<file path="config.mk">
export PLATFORM = sky130hd
export DESIGN_NAME = mvu_input_replay_buffer
export DESIGN_NICKNAME = d
export VERILOG_FILES = /design/src/rtl/mvu_replay_pkg.sv /design/src/rtl/mvu_replay_mem.sv /design/src/rtl/mvu_input_replay_buffer.sv
export SDC_FILE = /design/constraint.sdc
export NUM_CORES = 1
export LEC_CHECK = 0
export CAP_MARGIN = 10
export CORE_MARGIN = 2
export CORE_UTILIZATION = 56
export DETAILED_ROUTE_END_ITERATION = 6
export PLACE_DENSITY = 0.78
export SETUP_SLACK_MARGIN = 0.02
export SYNTH_ARGS = -nofsm -noshare
export SYNTH_HDL_FRONTEND = slang
export SYNTH_SLANG_ARGS = --single-unit
</file>
<file path="constraint.sdc">
create_clock -name ap_clk -period 20.3 [get_ports ap_clk]
set_input_delay 3.045 -clock ap_clk [delete_from_list [all_inputs] [get_ports ap_clk]]
set_output_delay 3.045 -clock ap_clk [all_outputs]
set_load 0.01 [all_outputs]
</file>
<file path="src/rtl/mvu_replay_pkg.sv">
// rtl/mvu_replay_pkg.sv - shared types and sizing helpers for the MVU input replay buffer
// Contents:
//   clog2_min1     : counter/address width for a range of n values, never below 1 bit
//   beat_width     : bits per stream beat (SIMD activations of ACTIVATION_WIDTH bits)
//   replay_state_e : read-side FSM state (IDLE, REPLAY)
package mvu_replay_pkg;

  function automatic int clog2_min1(input int n);
    return (n <= 2) ? 1 : $clog2(n);
  endfunction

  function automatic int beat_width(input int simd, input int act_width);
    return simd * act_width;
  endfunction

  typedef enum logic {
    IDLE   = 1'b0,
    REPLAY = 1'b1
  } replay_state_e;

endpackage

</file>
<file path="src/rtl/mvu_replay_mem.sv">
// rtl/mvu_replay_mem.sv - simple dual-port vector store, one write port, one registered read port
// Ports:
//   clk     : clock
//   wr_en   : write strobe, wr_data stored at wr_addr
//   wr_addr : write address (slot*SF + beat)
//   wr_data : beat to store
//   rd_en   : read strobe; rd_data updates one cycle later, otherwise holds
//   rd_addr : read address (slot*SF + beat)
//   rd_data : registered read data
// Contents are not reset so the array maps onto block or distributed RAM.
module mvu_replay_mem
  import mvu_replay_pkg::*;
#(
  parameter int WIDTH   = 192,
  parameter int ENTRIES = 4,
  parameter int ADDR_W  = clog2_min1(ENTRIES)
) (
  input  logic              clk,
  input  logic              wr_en,
  input  logic [ADDR_W-1:0] wr_addr,
  input  logic [WIDTH-1:0]  wr_data,
  input  logic              rd_en,
  input  logic [ADDR_W-1:0] rd_addr,
  output logic [WIDTH-1:0]  rd_data
);

  logic [WIDTH-1:0] mem [ENTRIES];

  always_ff @(posedge clk) begin
    if (wr_en) mem[wr_addr] <= wr_data;
    // Holding rd_data while rd_en is low lets it act as the first pipeline stage.
    if (rd_en) rd_data <= mem[rd_addr];
  end

endmodule

</file>
<file path="src/rtl/mvu_input_replay_buffer.sv">
// rtl/mvu_input_replay_buffer.sv - captures SF-beat activation vectors and replays each NF times
// Ports:
//   ap_clk, ap_rst            : clock, asynchronous active-high reset
//   s_axis_input_*            : input stream (tdata/tvalid/tready)
//   m_axis_replay_*           : replay stream (tdata/tvalid/tready), tlast on the last beat of
//                               every pass, tfinal on the last beat of the last pass
// Optional (macro MVU_REPLAY_STATS_EN):
//   stat_used                 : registered slot occupancy
//   stat_stall_cycles         : saturating count of cycles with replay tvalid && !tready
module mvu_input_replay_buffer
  import mvu_replay_pkg::*;
#(
  parameter int SIMD             = 48,
  parameter int ACTIVATION_WIDTH = 4,
  parameter int SF               = 2,
  parameter int NF               = 2,
  parameter int DEPTH            = 2
) (
  input  logic                             ap_clk,
  input  logic                             ap_rst,
  input  logic [SIMD*ACTIVATION_WIDTH-1:0] s_axis_input_tdata,
  input  logic                             s_axis_input_tvalid,
  output logic                             s_axis_input_tready,
  output logic [SIMD*ACTIVATION_WIDTH-1:0] m_axis_replay_tdata,
  output logic                             m_axis_replay_tvalid,
  input  logic                             m_axis_replay_tready,
  output logic                             m_axis_replay_tlast,
  output logic                             m_axis_replay_tfinal
`ifdef MVU_REPLAY_STATS_EN
  ,
  output logic [clog2_min1(DEPTH+1)-1:0]   stat_used,
  output logic [31:0]                      stat_stall_cycles
`endif
);

  localparam int DW      = beat_width(SIMD, ACTIVATION_WIDTH);
  localparam int BW      = clog2_min1(SF);
  localparam int PW      = clog2_min1(NF);
  localparam int SW      = clog2_min1(DEPTH);
  localparam int UW      = clog2_min1(DEPTH + 1);
  localparam int ENTRIES = DEPTH * SF;
  localparam int AW      = clog2_min1(ENTRIES);

  localparam logic [BW-1:0] BEAT_LAST = BW'(SF - 1);
  localparam logic [PW-1:0] PASS_LAST = PW'(NF - 1);
  localparam logic [SW-1:0] SLOT_LAST = SW'(DEPTH - 1);
  localparam logic [UW-1:0] USED_FULL = UW'(DEPTH);

  logic [UW-1:0] used, used_next;
  logic [SW-1:0] wr_slot, rd_slot;
  logic [BW-1:0] wr_beat, rd_beat;
  logic [PW-1:0] rd_pass;
  replay_state_e state, state_next;

  logic in_fire, commit;
  logic issue, release_slot, stage_free, out_ready;
  logic s1_valid, s1_last, s1_final;
  logic [DW-1:0] rd_data;
  logic [AW-1:0] wr_addr, rd_addr;

  // ---------------- write side ----------------
  // Ready comes from registered occupancy only, so a release in the same
  // cycle as a full buffer does not reopen the input until the next cycle.
  assign s_axis_input_tready = !ap_rst && (used < USED_FULL);
  assign in_fire             = s_axis_input_tvalid && s_axis_input_tready;
  assign commit              = in_fire && (wr_beat == BEAT_LAST);
  assign wr_addr             = AW'(wr_slot) * AW'(SF) + AW'(wr_beat);

  always_ff @(posedge ap_clk or posedge ap_rst) begin
    if (ap_rst) begin
      wr_slot <= '0;
      wr_beat <= '0;
    end else if (in_fire) begin
      if (wr_beat == BEAT_LAST) begin
        wr_beat <= '0;
        wr_slot <= (wr_slot == SLOT_LAST) ? '0 : wr_slot + 1'b1;
      end else begin
        wr_beat <= wr_beat + 1'b1;
      end
    end
  end

  // ---------------- read side ----------------
  assign out_ready  = !m_axis_replay_tvalid || m_axis_replay_tready;
  // The read register can take a new beat when empty or when it moves on into the output register.
  assign stage_free = !s1_valid || out_ready;
  assign rd_addr    = AW'(rd_slot) * AW'(SF) + AW'(rd_beat);

  always_comb begin
    state_next   = state;
    issue        = 1'b0;
    release_slot = 1'b0;
    used_next    = used;
    case (state)
      // Issuing straight from IDLE keeps the commit-to-first-beat latency at two cycles.
      IDLE: begin
        if (used != '0) begin
          issue      = stage_free;
          state_next = REPLAY;
        end
      end
      REPLAY:  issue = stage_free;
      default: state_next = IDLE;
    endcase
    release_slot = issue && (rd_beat == BEAT_LAST) && (rd_pass == PASS_LAST);
    case ({commit, release_slot})
      2'b10:   used_next = used + 1'b1;
      2'b01:   used_next = used - 1'b1;
      default: used_next = used;
    endcase
    if (release_slot && (used_next == '0)) state_next = IDLE;
  end

  always_ff @(posedge ap_clk or posedge ap_rst) begin
    if (ap_rst) begin
      state   <= IDLE;
      used    <= '0;
      rd_slot <= '0;
      rd_beat <= '0;
      rd_pass <= '0;
    end else begin
      state <= state_next;
      used  <= used_next;
      if (issue) begin
        if (rd_beat == BEAT_LAST) begin
          rd_beat <= '0;
          if (rd_pass == PASS_LAST) begin
            rd_pass <= '0;
            rd_slot <= (rd_slot == SLOT_LAST) ? '0 : rd_slot + 1'b1;
          end else begin
            rd_pass <= rd_pass + 1'b1;
          end
        end else begin
          rd_beat <= rd_beat + 1'b1;
        end
      end
    end
  end

  mvu_replay_mem #(
    .WIDTH  (DW),
    .ENTRIES(ENTRIES),
    .ADDR_W (AW)
  ) u_mem (
    .clk    (ap_clk),
    .wr_en  (in_fire),
    .wr_addr(wr_addr),
    .wr_data(s_axis_input_tdata),
    .rd_en  (issue),
    .rd_addr(rd_addr),
    .rd_data(rd_data)
  );

  // Side-band flags travel alongside the registered read data.
  always_ff @(posedge ap_clk or posedge ap_rst) begin
    if (ap_rst) begin
      s1_valid <= 1'b0;
      s1_last  <= 1'b0;
      s1_final <= 1'b0;
    end else if (issue) begin
      s1_valid <= 1'b1;
      s1_last  <= (rd_beat == BEAT_LAST);
      s1_final <= (rd_beat == BEAT_LAST) && (rd_pass == PASS_LAST);
    end else if (out_ready) begin
      s1_valid <= 1'b0;
    end
  end

  // ---------------- output register ----------------
  always_ff @(posedge ap_clk or posedge ap_rst) begin
    if (ap_rst) begin
      m_axis_replay_tvalid <= 1'b0;
      m_axis_replay_tlast  <= 1'b0;
      m_axis_replay_tfinal <= 1'b0;
    end else if (out_ready) begin
      m_axis_replay_tvalid <= s1_valid;
      m_axis_replay_tlast  <= s1_valid && s1_last;
      m_axis_replay_tfinal <= s1_valid && s1_final;
    end
  end

  always_ff @(posedge ap_clk) begin
    if (out_ready && s1_valid) m_axis_replay_tdata <= rd_data;
  end

`ifdef MVU_REPLAY_STATS_EN
  assign stat_used = used;

  always_ff @(posedge ap_clk or posedge ap_rst) begin
    if (ap_rst) begin
      stat_stall_cycles <= '0;
    end else if (m_axis_replay_tvalid && !m_axis_replay_tready && (stat_stall_cycles != '1)) begin
      stat_stall_cycles <= stat_stall_cycles + 1'b1;
    end
  end
`endif

endmodule

</file>
==> results.json <==
{
  "ir_worst_vdd_mv": 0.116,
  "cts_made_buffers": 111,
  "ys_types": 26,
  "cts_buffer_depth": 3,
  "power_density_nw_per_um2": 130,
  "drt_first_pass_iters": 5,
  "syn_area_um2": 39900,
  "avgRoutedWirePerCell_um": 25.2,
  "cts_root_buf": "clkbuf_16",
  "p_leak_uw": 0.0155,
  "slew_viol_final": 0,
  "cts_tree": "yes",
  "first_global_vias": 17416,
  "ant_nets": 0,
  "synth_top_family_by_area": "multiplexers",
  "start_util_pct": 56.8,
  "critical_path_buf_inv_count": 2,
  "syn_inst": 1447,
  "fillers": 4125,
  "hp-class": "reg2reg",
  "drive_gt1_share_pct": 19.0,
  "slew_headroom_pct": 28.3,
  "mappedNetlistNets": 1644,
  "worstSkewPairLatency_ns": 0.65,
  "clkSinkCount": 1166,
  "track_usage_pct": 20.4,
  "period_share_pct": 35.9,
  "cp_max_fo": 3,
  "rsz0062_at_grt": "false",
  "worst_ep_arrival_time_ns": 4.23,
  "fin_skew_ns": 0.0308,
  "yosys_warnings": 0,
  "ys_seq_elements": 1166,
  "totalWireLength_um": 74500,
  "viasPerCell": 5.60,
  "critPathMostFrequentCell": "clkdlybuf4s50_1",
  "area_delta_synth_final_pct": 21.0,
  "tns_ns": 0,
  "ctsHoldBuffers": 0,
  "critPathLaunch": "ap_rst",
  "yosysTopAreaCell": "edfxtp_1",
  "synthAdderAreaFrac_pct": 0.0314,
  "place.gp.congestion": 0.746,
  "max_clock_freq_ghz": 0.137,
  "cp.depth": 3,
  "pin_count": 392,
  "path_clk_slew_ns": 0.06,
  "yosys.area_share.simple_pct": 0.373,
  "ys_top_cells_by_area": "edfxtp_1, mux4_2, dfrtp_1",
  "synth_xor_area_share_pct": 0.176,
  "nets": 2126,
  "grt_max_degree": 108,
  "drc": 0,
  "ctsResizeCount": 0,
  "avgSynthCellArea_um2": 27.6,
  "setup_slack_ns": 13.02,
  "synth_top_area_share_pct": 86.7,
  "synth.area.mux_share_pct": 10.8,
  "die_y_um": 271,
  "criticalPathCategory": "in2out",
  "rr_worst_depth": 5,
  "vias": 16579,
  "grt-ovfl-total": 0,
  "row_count": 97,
  "coreArea_um2": 70300,
  "outcome": "finished clean",
  "pre_cts_ws_ns": 13.02,
  "fp.dieW_um": 271,
  "r2r_end": "u_mem.mem[1][143]",
  "fin_crit_ns": 7.28,
  "synth_compound_area_share_pct": 0.0690,
  "crit_chain": "clkdlybuf4s50_1, nor2_1, clkdlybuf4s50_1",
  "slowest_delay_ns": 0.58,
  "required_ns": 17.26,
  "finalSetupViolCount": 0,
  "first_iter_violations": 1399,
  "port_buffers": 391,
  "finalHoldViolCount": 0,
  "dpl.hpwl_um": 41600,
  "tightest_slew_ns": 1.08,
  "slowest_stage": "clkdlybuf4s50_1",
  "grt_pass1_wl_um": 111000,
  "crit_end": "s_axis_input_tready",
  "endpoint_kind": "output pin",
  "ff2ff_setup_slack_ns": 16.52,
  "antenna_found_initial": 20,
  "cts_max_level": 3,
  "synth-seq-area-share_pct": 87.6,
  "r2r_start": "used[1]",
  "crit_path_start_kind": "primary input",
  "timing.hold.ws_ns": 0.410,
  "die_area_um2": 73400,
  "path_delay_family": "buffers and inverters",
  "post_cts.repair.setup_buffers": 0,
  "utilization_pct": 68.7,
  "cap_violations": 0
}
area by class of cell:
type	count	area, um^2	share of cell area [%]
Inverter	4	22.5	0.0467
Timing Repair Buffer	414	4100	8.49
Multi-Input combinational cell	232	4620	9.56
Tap cell	940	1180	2.44
Clock buffer	127	2860	5.92
Antenna cell	11	27.5	0.0570
Sequential cell	1166	35000	72.4
Clock inverter	68	527	1.09
metrics by stage:
step / total power (uW) / cells / instance area (um^2)
floorplan: 4060 / 1447 / 39900
global placement: 4380 / 2756 / 44900
CTS: 6350 / 2951 / 48200
detailed placement: 4420 / 2756 / 44900
global route: 6510 / 2960 / 48300
finish: 6270 / 2962 / 48300
cell usage after synthesis:
library cell  instances
nor2b_1               2
nor3b_1               1
clkbuf_1              4
a21oi_1               1
nand3_1               2
inv_1                 4
buf_6                20
buf_2                20
or3_1                 1
nand2_1               7
mux4_2              192
nand3b_1              1
dfrtp_1              14
buf_4                 1
or3_4                 1
xor2_1                2
o21ai_0               3
nor3_1                3
a21o_1                1
ha_1                  1
nor4bb_1              2
nor2_1                4
or2_2                 1
and4_4                1
xnor2_1               6
edfxtp_1           1152
layout by cell type (no fill, tap or decap), drive strengths merged:
cell and instances:
ha 1, or2 1, nand3 2, nor2b 2, nand3b 1, and4 1, inv 9, or3 2
a21oi 1, clkinv 53, dfrtp 14, nor3b 1, nor2 4, edfxtp 1152, xor2 2, diode 11
clkbuf 127, nor3 3, mux4 192, buf 23, clkdlybuf4s50 391, a21o 1, nor4bb 2, o21ai 3
bufinv 6, nand2 7, xnor2 6, clkinvlp 4
metal layers:
| metal | vias to the layer above | track usage, % | wire (um) |
|---|---|---|---|
| li1 | 7167 | - | - |
| met1 | 8704 | 26.6 | 28800 |
| met2 | 555 | 34.1 | 38500 |
| met3 | 135 | 4.88 | 5080 |
| met4 | 18 | 7.24 | 2000 |
| met5 | - | 0 | 104 |
cells by family (layout without fill, tap and decap cells):
group	count (synthesis)	in the layout
flops	1166	1166
simple gates	26	26
fa+ha+maj	1	1
mux	192	192
xor+xnor	8	8
other cells	0	11
buf+inv	49	613
compound gates	5	5
worst reg2reg max path, stage by stage, from the launching register on:
cell,delay (ns)
dfrtp_1,0.47
nor2_1,0.21
nand3_1,0.29
nor2_4,0.78
buf_4,0.70
buf_4,0.88
power by group:
| part | switching [uW] | leakage [uW] | total, uW | internal (uW) |
|---|---|---|---|---|
| Sequential | 157 | 0.0109 | 3310 | 3150 |
| Clock | 837 | 0.00167 | 1920 | 1080 |
| Combinational | 479 | 0.00301 | 1040 | 558 |
| Total | 1470 | 0.0155 | 6270 | 4790 |
sequential cells by signal (all words and copies together), names as in the netlist:
| signal | flops |
|---|---|
| u_mem.mem | 768 |
| m_axis_replay_tdata | 192 |
| u_mem.rd_data | 192 |
| used | 2 |
| m_axis_replay_tfinal | 1 |
| m_axis_replay_tlast | 1 |
| m_axis_replay_tvalid | 1 |
| rd_beat | 1 |
| rd_pass | 1 |
| rd_slot | 1 |
| s1_final | 1 |
| s1_last | 1 |
| s1_valid | 1 |
| state | 1 |
| wr_beat | 1 |
| wr_slot | 1 |
worst min-delay path by stage:
stage                       start                        to  cells past startpoint
4_1_cts        u_mem.rd_data[180]  m_axis_replay_tdata[180]                      0
2_1_floorplan    u_mem.rd_data[0]    m_axis_replay_tdata[0]                      0
6_report       u_mem.rd_data[180]  m_axis_replay_tdata[180]                      0
3_3_place_gp   u_mem.rd_data[187]  m_axis_replay_tdata[187]                      0
3_5_place_dp   u_mem.rd_data[106]  m_axis_replay_tdata[106]                      0
5_1_grt        u_mem.rd_data[180]  m_axis_replay_tdata[180]                      0
Note: power is estimated with default switching activity, not from simulation.
